$ cat config.mk
export PLATFORM = sky130hd
export DESIGN_NAME = fmap_arbiter_flat
export DESIGN_NICKNAME = d
export VERILOG_FILES = /design/src/rtl/fmap_arbiter_if.sv /design/src/rtl/fmap_arbiter.sv /design/src/flat_wrapper.sv
export SDC_FILE = /design/constraint.sdc
export NUM_CORES = 1
export LEC_CHECK = 0
export CAP_MARGIN = 15
export CORE_MARGIN = 10
export CORE_UTILIZATION = 37
export DETAILED_ROUTE_END_ITERATION = 8
export PLACE_DENSITY_LB_ADDON = 0.05
export SYNTH_ARGS = -nofsm -noshare
export SYNTH_HDL_FRONTEND = slang
export SYNTH_SLANG_ARGS = --single-unit
export TNS_END_PERCENT = 100
$ cat constraint.sdc
create_clock -name clk -period 9.65 [get_ports clk]
set_input_delay 1.93 -clock clk [delete_from_list [all_inputs] [get_ports clk]]
set_output_delay 1.93 -clock clk [all_outputs]
set_load 0.005 [all_outputs]
$ cat src/rtl/fmap_arbiter_if.sv
// Client-side bus between the conv/pool stages and the feature-map arbiter.
// Each client owns one read channel and one write channel, both using req/gnt.
interface fmap_arbiter_if #(
  parameter int BITS_PER_COORDINATE = 8,
  parameter int OUT_CHANNELS        = 4,
  parameter int BITS_PER_NEURON     = 8
);
  localparam int DATA_W = OUT_CHANNELS * BITS_PER_NEURON;

  logic                           conv_rd_req;
  logic [BITS_PER_COORDINATE-1:0] conv_rd_x;
  logic [BITS_PER_COORDINATE-1:0] conv_rd_y;
  logic                           conv_rd_gnt;
  logic                           conv_rd_valid;
  logic [DATA_W-1:0]              conv_rd_data;
  logic                           conv_wr_req;
  logic [BITS_PER_COORDINATE-1:0] conv_wr_x;
  logic [BITS_PER_COORDINATE-1:0] conv_wr_y;
  logic [DATA_W-1:0]              conv_wr_data;
  logic                           conv_wr_gnt;

  logic                           pool_rd_req;
  logic [BITS_PER_COORDINATE-1:0] pool_rd_x;
  logic [BITS_PER_COORDINATE-1:0] pool_rd_y;
  logic                           pool_rd_gnt;
  logic                           pool_rd_valid;
  logic [DATA_W-1:0]              pool_rd_data;
  logic                           pool_wr_req;
  logic [BITS_PER_COORDINATE-1:0] pool_wr_x;
  logic [BITS_PER_COORDINATE-1:0] pool_wr_y;
  logic [DATA_W-1:0]              pool_wr_data;
  logic                           pool_wr_gnt;

  modport master (
    output conv_rd_req, conv_rd_x, conv_rd_y, conv_wr_req, conv_wr_x, conv_wr_y, conv_wr_data,
    output pool_rd_req, pool_rd_x, pool_rd_y, pool_wr_req, pool_wr_x, pool_wr_y, pool_wr_data,
    input  conv_rd_gnt, conv_rd_valid, conv_rd_data, conv_wr_gnt,
    input  pool_rd_gnt, pool_rd_valid, pool_rd_data, pool_wr_gnt
  );

  modport slave (
    input  conv_rd_req, conv_rd_x, conv_rd_y, conv_wr_req, conv_wr_x, conv_wr_y, conv_wr_data,
    input  pool_rd_req, pool_rd_x, pool_rd_y, pool_wr_req, pool_wr_x, pool_wr_y, pool_wr_data,
    output conv_rd_gnt, conv_rd_valid, conv_rd_data, conv_wr_gnt,
    output pool_rd_gnt, pool_rd_valid, pool_rd_data, pool_wr_gnt
  );
endinterface

$ cat src/rtl/fmap_arbiter.sv
// Feature-map BRAM arbiter: independent round-robin read and write paths for the
// conv and pool clients, coordinate-to-address mapping and write-to-read forwarding.
module fmap_arbiter #(
  parameter int BITS_PER_COORDINATE = 8,
  parameter int OUT_CHANNELS        = 4,
  parameter int BITS_PER_NEURON     = 8,
  parameter int FM_WIDTH            = 32,
  parameter int FM_HEIGHT           = 32,
  localparam int DATA_W = OUT_CHANNELS * BITS_PER_NEURON,
  localparam int ADDR_W = $clog2(FM_WIDTH * FM_HEIGHT)
) (
  input  logic              clk,
  input  logic              rst,
  fmap_arbiter_if.slave     arb,
  output logic              mem_rd_en,
  output logic [ADDR_W-1:0] mem_rd_addr,
  input  logic [DATA_W-1:0] mem_rd_data,
  output logic              mem_wr_en,
  output logic [ADDR_W-1:0] mem_wr_addr,
  output logic [DATA_W-1:0] mem_wr_data,
  output logic              oob_err
);
  localparam int CW = BITS_PER_COORDINATE + 1;

  // One extra bit so a bound equal to 2**BITS_PER_COORDINATE still compares correctly.
  function automatic logic in_range(input logic [BITS_PER_COORDINATE-1:0] x,
                                    input logic [BITS_PER_COORDINATE-1:0] y);
    return ({1'b0, x} < CW'(FM_WIDTH)) && ({1'b0, y} < CW'(FM_HEIGHT));
  endfunction

  function automatic logic [ADDR_W-1:0] map_addr(input logic [BITS_PER_COORDINATE-1:0] x,
                                                 input logic [BITS_PER_COORDINATE-1:0] y);
    return ADDR_W'(y) * ADDR_W'(FM_WIDTH) + ADDR_W'(x);
  endfunction

  logic rd_ptr_q, rd_ptr_d;
  logic wr_ptr_q, wr_ptr_d;
  logic rd_valid_q, rd_valid_d;
  logic rd_owner_q, rd_owner_d;
  logic rd_oob_q, rd_oob_d;
  logic fwd_hit_q, fwd_hit_d;
  logic [DATA_W-1:0] fwd_data_q, fwd_data_d;
  logic oob_err_q, oob_err_d;

  logic rd_gnt_conv, rd_gnt_pool, rd_any;
  logic wr_gnt_conv, wr_gnt_pool, wr_any;
  logic [BITS_PER_COORDINATE-1:0] rd_x, rd_y, wr_x, wr_y;
  logic [DATA_W-1:0] wr_data_sel;
  logic rd_ok, wr_ok;
  logic [ADDR_W-1:0] rd_addr, wr_addr;
  logic [DATA_W-1:0] ret_data;

  // Pointer value 0 favours conv, 1 favours pool; grants are masked during reset.
  always_comb begin
    rd_gnt_conv = !rst && arb.conv_rd_req && (!arb.pool_rd_req || !rd_ptr_q);
    rd_gnt_pool = !rst && arb.pool_rd_req && (!arb.conv_rd_req ||  rd_ptr_q);
    wr_gnt_conv = !rst && arb.conv_wr_req && (!arb.pool_wr_req || !wr_ptr_q);
    wr_gnt_pool = !rst && arb.pool_wr_req && (!arb.conv_wr_req ||  wr_ptr_q);
    rd_any      = rd_gnt_conv || rd_gnt_pool;
    wr_any      = wr_gnt_conv || wr_gnt_pool;
  end

  always_comb begin
    rd_x        = rd_gnt_pool ? arb.pool_rd_x : arb.conv_rd_x;
    rd_y        = rd_gnt_pool ? arb.pool_rd_y : arb.conv_rd_y;
    wr_x        = wr_gnt_pool ? arb.pool_wr_x : arb.conv_wr_x;
    wr_y        = wr_gnt_pool ? arb.pool_wr_y : arb.conv_wr_y;
    wr_data_sel = wr_gnt_pool ? arb.pool_wr_data : arb.conv_wr_data;
    rd_ok       = rd_any && in_range(rd_x, rd_y);
    wr_ok       = wr_any && in_range(wr_x, wr_y);
    rd_addr     = map_addr(rd_x, rd_y);
    wr_addr     = map_addr(wr_x, wr_y);
  end

  // Out-of-range accesses are granted but never reach the BRAM.
  always_comb begin
    mem_rd_en   = rd_ok;
    mem_rd_addr = rd_ok ? rd_addr : '0;
    mem_wr_en   = wr_ok;
    mem_wr_addr = wr_ok ? wr_addr : '0;
    mem_wr_data = wr_ok ? wr_data_sel : '0;
  end

  always_comb begin
    rd_ptr_d   = rd_any ? rd_gnt_conv : rd_ptr_q;
    wr_ptr_d   = wr_any ? wr_gnt_conv : wr_ptr_q;
    rd_valid_d = rd_any;
    rd_owner_d = rd_gnt_pool;
    rd_oob_d   = rd_any && !rd_ok;
    // BRAM is read-first, so a same-cycle write to the read address must be bypassed.
    fwd_hit_d  = rd_ok && wr_ok && (rd_addr == wr_addr);
    fwd_data_d = fwd_hit_d ? wr_data_sel : '0;
    oob_err_d  = oob_err_q || (rd_any && !rd_ok) || (wr_any && !wr_ok);
  end

  always_ff @(posedge clk or posedge rst) begin
    if (rst) begin
      rd_ptr_q   <= 1'b0;
      wr_ptr_q   <= 1'b0;
      rd_valid_q <= 1'b0;
      rd_owner_q <= 1'b0;
      rd_oob_q   <= 1'b0;
      fwd_hit_q  <= 1'b0;
      fwd_data_q <= '0;
      oob_err_q  <= 1'b0;
    end else begin
      rd_ptr_q   <= rd_ptr_d;
      wr_ptr_q   <= wr_ptr_d;
      rd_valid_q <= rd_valid_d;
      rd_owner_q <= rd_owner_d;
      rd_oob_q   <= rd_oob_d;
      fwd_hit_q  <= fwd_hit_d;
      fwd_data_q <= fwd_data_d;
      oob_err_q  <= oob_err_d;
    end
  end

  always_comb begin
    ret_data          = rd_oob_q ? '0 : (fwd_hit_q ? fwd_data_q : mem_rd_data);
    arb.conv_rd_gnt   = rd_gnt_conv;
    arb.pool_rd_gnt   = rd_gnt_pool;
    arb.conv_wr_gnt   = wr_gnt_conv;
    arb.pool_wr_gnt   = wr_gnt_pool;
    arb.conv_rd_valid = rd_valid_q && !rd_owner_q;
    arb.pool_rd_valid = rd_valid_q &&  rd_owner_q;
    arb.conv_rd_data  = (rd_valid_q && !rd_owner_q) ? ret_data : '0;
    arb.pool_rd_data  = (rd_valid_q &&  rd_owner_q) ? ret_data : '0;
    oob_err           = oob_err_q;
  end
endmodule

$ cat src/flat_wrapper.sv
// flat-port wrapper written by rule: the top's interface ports become plain ports
module fmap_arbiter_flat 
#(
  parameter int BITS_PER_COORDINATE = 8,
  parameter int OUT_CHANNELS        = 4,
  parameter int BITS_PER_NEURON     = 8,
  parameter int FM_WIDTH            = 32,
  parameter int FM_HEIGHT           = 32,
  localparam int DATA_W = OUT_CHANNELS * BITS_PER_NEURON,
  localparam int ADDR_W = $clog2(FM_WIDTH * FM_HEIGHT)
)
  (clk, rst, mem_rd_en, mem_rd_addr, mem_rd_data, mem_wr_en, mem_wr_addr, mem_wr_data, oob_err, arb_conv_rd_req, arb_conv_rd_x, arb_conv_rd_y, arb_conv_wr_req, arb_conv_wr_x, arb_conv_wr_y, arb_conv_wr_data, arb_pool_rd_req, arb_pool_rd_x, arb_pool_rd_y, arb_pool_wr_req, arb_pool_wr_x, arb_pool_wr_y, arb_pool_wr_data, arb_conv_rd_gnt, arb_conv_rd_valid, arb_conv_rd_data, arb_conv_wr_gnt, arb_pool_rd_gnt, arb_pool_rd_valid, arb_pool_rd_data, arb_pool_wr_gnt);
  fmap_arbiter_if #(.BITS_PER_COORDINATE(BITS_PER_COORDINATE), .OUT_CHANNELS(OUT_CHANNELS), .BITS_PER_NEURON(BITS_PER_NEURON)) arb_i ();
  input  logic clk;
  input  logic rst;
  output logic mem_rd_en;
  output logic [ADDR_W-1:0] mem_rd_addr;
  input  logic [DATA_W-1:0] mem_rd_data;
  output logic mem_wr_en;
  output logic [ADDR_W-1:0] mem_wr_addr;
  output logic [DATA_W-1:0] mem_wr_data;
  output logic oob_err;
  input wire logic [$bits(arb_i.conv_rd_req)-1:0] arb_conv_rd_req;
  input wire logic [$bits(arb_i.conv_rd_x)-1:0] arb_conv_rd_x;
  input wire logic [$bits(arb_i.conv_rd_y)-1:0] arb_conv_rd_y;
  input wire logic [$bits(arb_i.conv_wr_req)-1:0] arb_conv_wr_req;
  input wire logic [$bits(arb_i.conv_wr_x)-1:0] arb_conv_wr_x;
  input wire logic [$bits(arb_i.conv_wr_y)-1:0] arb_conv_wr_y;
  input wire logic [$bits(arb_i.conv_wr_data)-1:0] arb_conv_wr_data;
  input wire logic [$bits(arb_i.pool_rd_req)-1:0] arb_pool_rd_req;
  input wire logic [$bits(arb_i.pool_rd_x)-1:0] arb_pool_rd_x;
  input wire logic [$bits(arb_i.pool_rd_y)-1:0] arb_pool_rd_y;
  input wire logic [$bits(arb_i.pool_wr_req)-1:0] arb_pool_wr_req;
  input wire logic [$bits(arb_i.pool_wr_x)-1:0] arb_pool_wr_x;
  input wire logic [$bits(arb_i.pool_wr_y)-1:0] arb_pool_wr_y;
  input wire logic [$bits(arb_i.pool_wr_data)-1:0] arb_pool_wr_data;
  output wire logic [$bits(arb_i.conv_rd_gnt)-1:0] arb_conv_rd_gnt;
  output wire logic [$bits(arb_i.conv_rd_valid)-1:0] arb_conv_rd_valid;
  output wire logic [$bits(arb_i.conv_rd_data)-1:0] arb_conv_rd_data;
  output wire logic [$bits(arb_i.conv_wr_gnt)-1:0] arb_conv_wr_gnt;
  output wire logic [$bits(arb_i.pool_rd_gnt)-1:0] arb_pool_rd_gnt;
  output wire logic [$bits(arb_i.pool_rd_valid)-1:0] arb_pool_rd_valid;
  output wire logic [$bits(arb_i.pool_rd_data)-1:0] arb_pool_rd_data;
  output wire logic [$bits(arb_i.pool_wr_gnt)-1:0] arb_pool_wr_gnt;
  assign arb_i.conv_rd_req = arb_conv_rd_req;
  assign arb_i.conv_rd_x = arb_conv_rd_x;
  assign arb_i.conv_rd_y = arb_conv_rd_y;
  assign arb_i.conv_wr_req = arb_conv_wr_req;
  assign arb_i.conv_wr_x = arb_conv_wr_x;
  assign arb_i.conv_wr_y = arb_conv_wr_y;
  assign arb_i.conv_wr_data = arb_conv_wr_data;
  assign arb_i.pool_rd_req = arb_pool_rd_req;
  assign arb_i.pool_rd_x = arb_pool_rd_x;
  assign arb_i.pool_rd_y = arb_pool_rd_y;
  assign arb_i.pool_wr_req = arb_pool_wr_req;
  assign arb_i.pool_wr_x = arb_pool_wr_x;
  assign arb_i.pool_wr_y = arb_pool_wr_y;
  assign arb_i.pool_wr_data = arb_pool_wr_data;
  assign arb_conv_rd_gnt = arb_i.conv_rd_gnt;
  assign arb_conv_rd_valid = arb_i.conv_rd_valid;
  assign arb_conv_rd_data = arb_i.conv_rd_data;
  assign arb_conv_wr_gnt = arb_i.conv_wr_gnt;
  assign arb_pool_rd_gnt = arb_i.pool_rd_gnt;
  assign arb_pool_rd_valid = arb_i.pool_rd_valid;
  assign arb_pool_rd_data = arb_i.pool_rd_data;
  assign arb_pool_wr_gnt = arb_i.pool_wr_gnt;
  fmap_arbiter #(.BITS_PER_COORDINATE(BITS_PER_COORDINATE), .OUT_CHANNELS(OUT_CHANNELS), .BITS_PER_NEURON(BITS_PER_NEURON), .FM_WIDTH(FM_WIDTH), .FM_HEIGHT(FM_HEIGHT)) u_core (.clk(clk), .rst(rst), .arb(arb_i), .mem_rd_en(mem_rd_en), .mem_rd_addr(mem_rd_addr), .mem_rd_data(mem_rd_data), .mem_wr_en(mem_wr_en), .mem_wr_addr(mem_wr_addr), .mem_wr_data(mem_wr_data), .oob_err(oob_err));
endmodule
# Yosys cells after proc, flatten, opt, wreduce, memory -nomap -nowiden
# Cells that the tools add are included.
[op_classes] n_addsub=2 magnitude_cmp=4 n_eq_ne=1 n_mux=13 n_reduce_logical=36
[op_table] operator="two-way mux 32 bit" n=7
[op_table] operator="less-than comparator 8 x 6 -> 1 bit (second input constant)" n=4
[op_table] operator="two-way mux 8 bit" n=4
[op_table] operator="adder 10 x 8 -> 10 bit" n=2
[op_table] operator="two-way mux 10 bit" n=2
[op_table] operator="logical AND 1 bit" n=18
[op_table] operator="== test 10 bit" n=1
[op_table] operator="logical NOT 1 bit" n=10
[op_table] operator="logical OR 1 bit" n=8
[word_totals] register_bits=39

# Longest topological paths before layout
[logic_depth] word_depth=11 depth_mapped=17 mapped_depth_nobuf=13

# Least setup slack after synthesis
# OpenSTA, ideal clock, no wires.
[synth_timing] path_kind="input port to output port" startpoint="in rst" endpoint="out mem_wr_addr[9]" arrival_ns=4.522 required_time_ns=7.720 path_slack_ns=3.198 path_stages=14 cell_sequence="buf_6 nor2b_1 nand2_1 buf_4 buf_1 inv_1 nand2_1 nand2_1 ha_1 fa_1 a2111oi_0 a211oi_1 xnor2_1 and3_1"
[synth_between] elab_chain_len=8 elab_cells_between_ends=14 classes_between="add/sub: 1; order compare: 2; mux: 3; reduce/logical: 8"
[synth_rtl] element="start: declaration" line_no="flat_wrapper.sv:15" rtl="input logic rst;"
[synth_rtl] element="logical NOT 1 bit *" line_no="fmap_arbiter.sv:58" rtl="wr_gnt_pool = !rst && arb.pool_wr_req && (!arb.conv_wr_req || wr_ptr_q);"
[synth_rtl] element="logical AND 1 bit * (2 in a row)" line_no="fmap_arbiter.sv:58"
[synth_rtl] element="net arb_pool_wr_gnt" line_no="flat_wrapper.sv:44" rtl="output wire logic [$bits(arb_i.pool_wr_gnt)-1:0] arb_pool_wr_gnt;"
[synth_rtl] element="two-way mux 8 bit (on tied branches)" line_no="fmap_arbiter.sv:66, fmap_arbiter.sv:67"
[synth_rtl] element="less-than comparator 8 x 6 -> 1 bit" line_no="fmap_arbiter.sv:28" rtl="return ({1'b0, x} < CW'(FM_WIDTH)) && ({1'b0, y} < CW'(FM_HEIGHT));"
[synth_rtl] element="logical AND 1 bit" line_no="fmap_arbiter.sv:28"
[synth_rtl] element="logical AND 1 bit" line_no="fmap_arbiter.sv:70" rtl="wr_ok = wr_any && in_range(wr_x, wr_y);"
[synth_rtl] element="two-way mux 10 bit *" line_no="fmap_arbiter.sv:80" rtl="mem_wr_addr = wr_ok ? wr_addr : '0;"
[synth_rtl] element="end: declaration" line_no="flat_wrapper.sv:20" rtl="output logic [ADDR_W-1:0] mem_wr_addr;"
# The timed path passes the listed nets; every way through them passes the cells marked *.

# Worst setup path after layout
[layout_timing] startpoint="in rst" endpoint="out mem_wr_addr[9]"
[layout_between] elab_chain_len=8 elab_cells_between_ends=14 classes_between="add/sub: 1; order compare: 2; mux: 3; reduce/logical: 8"
[layout_rtl] element="logical NOT 1 bit *" line_no="fmap_arbiter.sv:57, fmap_arbiter.sv:58"
[layout_rtl] element="logical AND 1 bit (2 in a row)" line_no="fmap_arbiter.sv:58"
[layout_rtl] element="two-way mux 8 bit (on tied branches)" line_no="fmap_arbiter.sv:66, fmap_arbiter.sv:67"
[layout_rtl] element="less-than comparator 8 x 6 -> 1 bit" line_no="fmap_arbiter.sv:28"
[layout_rtl] element="logical AND 1 bit" line_no="fmap_arbiter.sv:28"
[layout_rtl] element="logical AND 1 bit" line_no="fmap_arbiter.sv:70"
[layout_rtl] element="two-way mux 10 bit *" line_no="fmap_arbiter.sv:80"
# Every way passes the cells marked *; elsewhere a longest branch is shown, timed or not.

==> metrics <==
outcome=completed; crit path cell chain=clkdlybuf4s50_1 -> nor2b_1 -> nand2_2 -> buf_4 -> nand2_1 -> nand2_1 -> fa_1 -> a2111oi_0 -> a211oi_1 -> xnor2_1 -> and3_1 -> clkdlybuf4s50_1; Final Cycle Share=0.830; Comb pwr share=0.462; Synth cell types=47; CP Max Fanout=25; Global Route Usage Sum=0.212; Core Rows=36; Clk pwr share=0.239; fraction of layout cells with a size suffix above 1=0.0512; Port-buffer cells=slightly below 300; EDFF count, synth=0; Data required, critical path=7720 ps; core area=between 9000 and 10000 um^2; Worst Tran Pin Value=~970 ps; Peak VDD IR=0.0000758 V; final slew viol count=0; met3 wire length=between 1000 and 1500 um; # IOs=approximately 290; Final setup viols=0; cts hold-fix bufs=0; slowest CP cell=clkdlybuf4s50_1; Final Hold Vio Count=0; Die Height=~120 um; worst skew pair latency=around 290 ps; min cycle time layout=approximately 8000 ps; switching share of power=0.342; final clock skew=about 6.9 ps; Remaining DRCs=0; P_int=~370 uW; CTS H-tree depth=2; First DRT Iteration DRCs=approximately 190; most used flip-flop cell after synthesis=dfrtp_1; max cap viols=0; post-synthesis sequential area ratio=0.262; Synth async-reset ratio=1.00; Hold Path Class=flip-flop to flip-flop; CTS Buf Count=5; full die area=between 10000 and 15000 um^2; Starting Density=0.381; CTS tree=done; Ys Warns=0; GR Overflow Total=0; commonest non-fill, non-tap cells in the layout=290 x clkdlybuf4s50_1, 149 x nor2_1, 76 x mux2i_1; top sig layer=met4; filler cell count=821; power per cell area=approximately 84 nW/um^2; post-synth net total=about 630; wire length per cell=around 19 um; slowest stage delay, CP=590 ps; detailed-route via count=approximately 4300; synth-to-layout area growth=81.7%; routed wl met2=between 8000 and 9000 um; drt total wl=16500 um; vias in the first global route=4554; CTS Root Cell=clkbuf_8; Non-Filler Instances=~860; sum of negative setup slack=0 ps; syn_area_per_cell=8.19 um^2; synthesized cell area=about 3700 um^2; Nets=895; DR vias/cell=between 5 and 6; most common cell after layout, fill and taps aside=clkdlybuf4s50_1; RSZ-0062 raised after global routing=false; register clock-pin slew on the reported worst setup and hold paths=~80 ps; fmax=between 100 and 150 MHz; register bit total from synthesis=39; net load switching power=~190 uW; largest net degree at the start of global routing=42; post_cts resized=0; post-CTS setup buffers=0; Placer Congestion=between 0.8 and 0.9; DRT Pass-1 Iters=4; DP HPWL=approximately 14000 um; Slew HR=0.351; crit path DAT=6080 ps; Mapped Cells=around 460; clock buffer depth=2; dpl cells=between 800 and 900; critical path class=input pin to output pin; Sequential Power Share=0.298; static leakage=about 2.9 nW; post-route met1 wirelength=6340 um; first-pass GRT wire length=~25000 um; CTS Sinks=39; # diodes=0; Routed Antenna Nets=0; Reg area=between 900 and 1000 um^2; CP Capture Type=output pin; Die X=around 120 um; startpoint types=input pin; antenna violations before repair=0; Multi-input gate area=approximately 2600 um^2
## critical path, delay by kind of cell
| kind | cells | cell delay (ps) |
|---|---|---|
| AOI/OAI and AO/OA | 2 | 560 |
| xor gates and xnor gates | 1 | 250 |
| adders and majority gates | 1 | 490 |
| buffers and inverters | 3 | 1580 |
| and+or+nand+nor | 5 | 1200 |
## layer usage
metal | vias up | track usage
met5 | - | 0
met4 | 0 | 0.0445
met3 | 14 | 0.0679
met2 | 184 | 0.397
met1 | 1999 | 0.226
li1 | 2091 | -
## synthesized netlist by cell type (2+ instances only)
| cell | n | area [um^2] |
|---|---|---|
| nor2_1 | 150 | 563 |
| mux2i_1 | 76 | 761 |
| dfrtp_1 | 39 | 976 |
| and4_1 | 32 | 280 |
| nand2_1 | 25 | 93.8 |
| xor2_1 | 14 | 123 |
| clkbuf_1 | 13 | 48.8 |
| buf_2 | 7 | 35.0 |
| a21oi_1 | 6 | 30.0 |
| ha_1 | 6 | 75.1 |
| mux2_2 | 6 | 67.6 |
| buf_1 | 5 | 18.8 |
| buf_4 | 5 | 37.5 |
| nand3_1 | 5 | 25.0 |
| xnor2_1 | 5 | 43.8 |
| buf_6 | 4 | 45.0 |
| inv_1 | 4 | 15.0 |
| nor2b_1 | 4 | 25.0 |
| nor3_1 | 4 | 20.0 |
| and2_1 | 3 | 18.8 |
| and3_1 | 3 | 18.8 |
| nand2b_1 | 3 | 18.8 |
| o21ai_0 | 3 | 15.0 |
| a2111oi_0 | 2 | 17.5 |
| a211oi_1 | 2 | 15.0 |
| a221oi_1 | 2 | 17.5 |
| and3_2 | 2 | 15.0 |
| fa_1 | 2 | 40.0 |
| nor4_1 | 2 | 12.5 |
| o31ai_1 | 2 | 15.0 |
| o41ai_4 | 2 | 55.1 |
| or4_4 | 2 | 22.5 |
## worst paths after layout
kind	endpoint	cells past startpoint	slack, ps	from
min in group asynchronous	u_core.fwd_data_q[29]$_DFF_PP0_	2	2390	rst
setup / recovery	mem_wr_addr[9]	12	1640	rst
max in group asynchronous	u_core.fwd_hit_q$_DFF_PP0_	2	6700	rst
hold / removal	u_core.oob_err$_DFF_PP0_	1	480	u_core.oob_err$_DFF_PP0_
setup reg to reg	u_core.fwd_data_q[7]$_DFF_PP0_	13	5220	u_core.wr_ptr_q$_DFFE_PP0P_
hold reg to reg	u_core.oob_err$_DFF_PP0_	1	480	u_core.oob_err$_DFF_PP0_
## cell type report
| cell class | count | area share |
|---|---|---|
| inverter | 4 | 0.00222 |
| clock inverter | 3 | 0.00646 |
| sequential | 39 | 0.144 |
| multi-input combinational | 378 | 0.380 |
| timing repair buffer | 293 | 0.432 |
| tap | 133 | 0.0246 |
| clock buffer | 5 | 0.0102 |
## sequential cells by signal, summed over array words and instances, names as in the netlist
name               flops
u_core.fwd_data_q     32
u_core.fwd_hit_q       1
u_core.oob_err         1
u_core.rd_oob_q        1
u_core.rd_owner_q      1
u_core.rd_ptr_q        1
u_core.rd_valid_q      1
u_core.wr_ptr_q        1
## power groups by stage
stage	Sequential [mW]	Clock, mW	Combinational [mW]
after floorplan	0.171	0	0.143
after detailed placement	0.172	0	0.263
after global routing	0.169	0.144	0.288
final	0.169	0.135	0.262
after CTS	0.169	0.138	0.265
after global placement	0.172	0	0.259
## through the flow
step	util	hold slack [ps]	area, um^2	setup slack (ps)	power (mW)
CTS	0.692	482	6760	1690	0.571
floorplan	-	464	3730	3200	0.314
global placement	0.680	461	6650	1840	0.431
finish	0.693	483	6770	1640	0.566
global route	0.693	509	6770	1440	0.601
detailed placement	0.680	464	6650	1730	0.435
## cells by family after synthesis
| family | count (synthesis) | share of synthesized area |
|---|---|---|
| xor gates and xnor gates | 20 | 0.0490 |
| muxes | 82 | 0.222 |
| adders and majority gates | 8 | 0.0309 |
| and+or+nand+nor | 248 | 0.337 |
| buffers and inverters | 38 | 0.0537 |
| AOI/OAI and AO/OA | 20 | 0.0456 |
| DFF | 39 | 0.262 |
(Power assumes the default switching activity.)
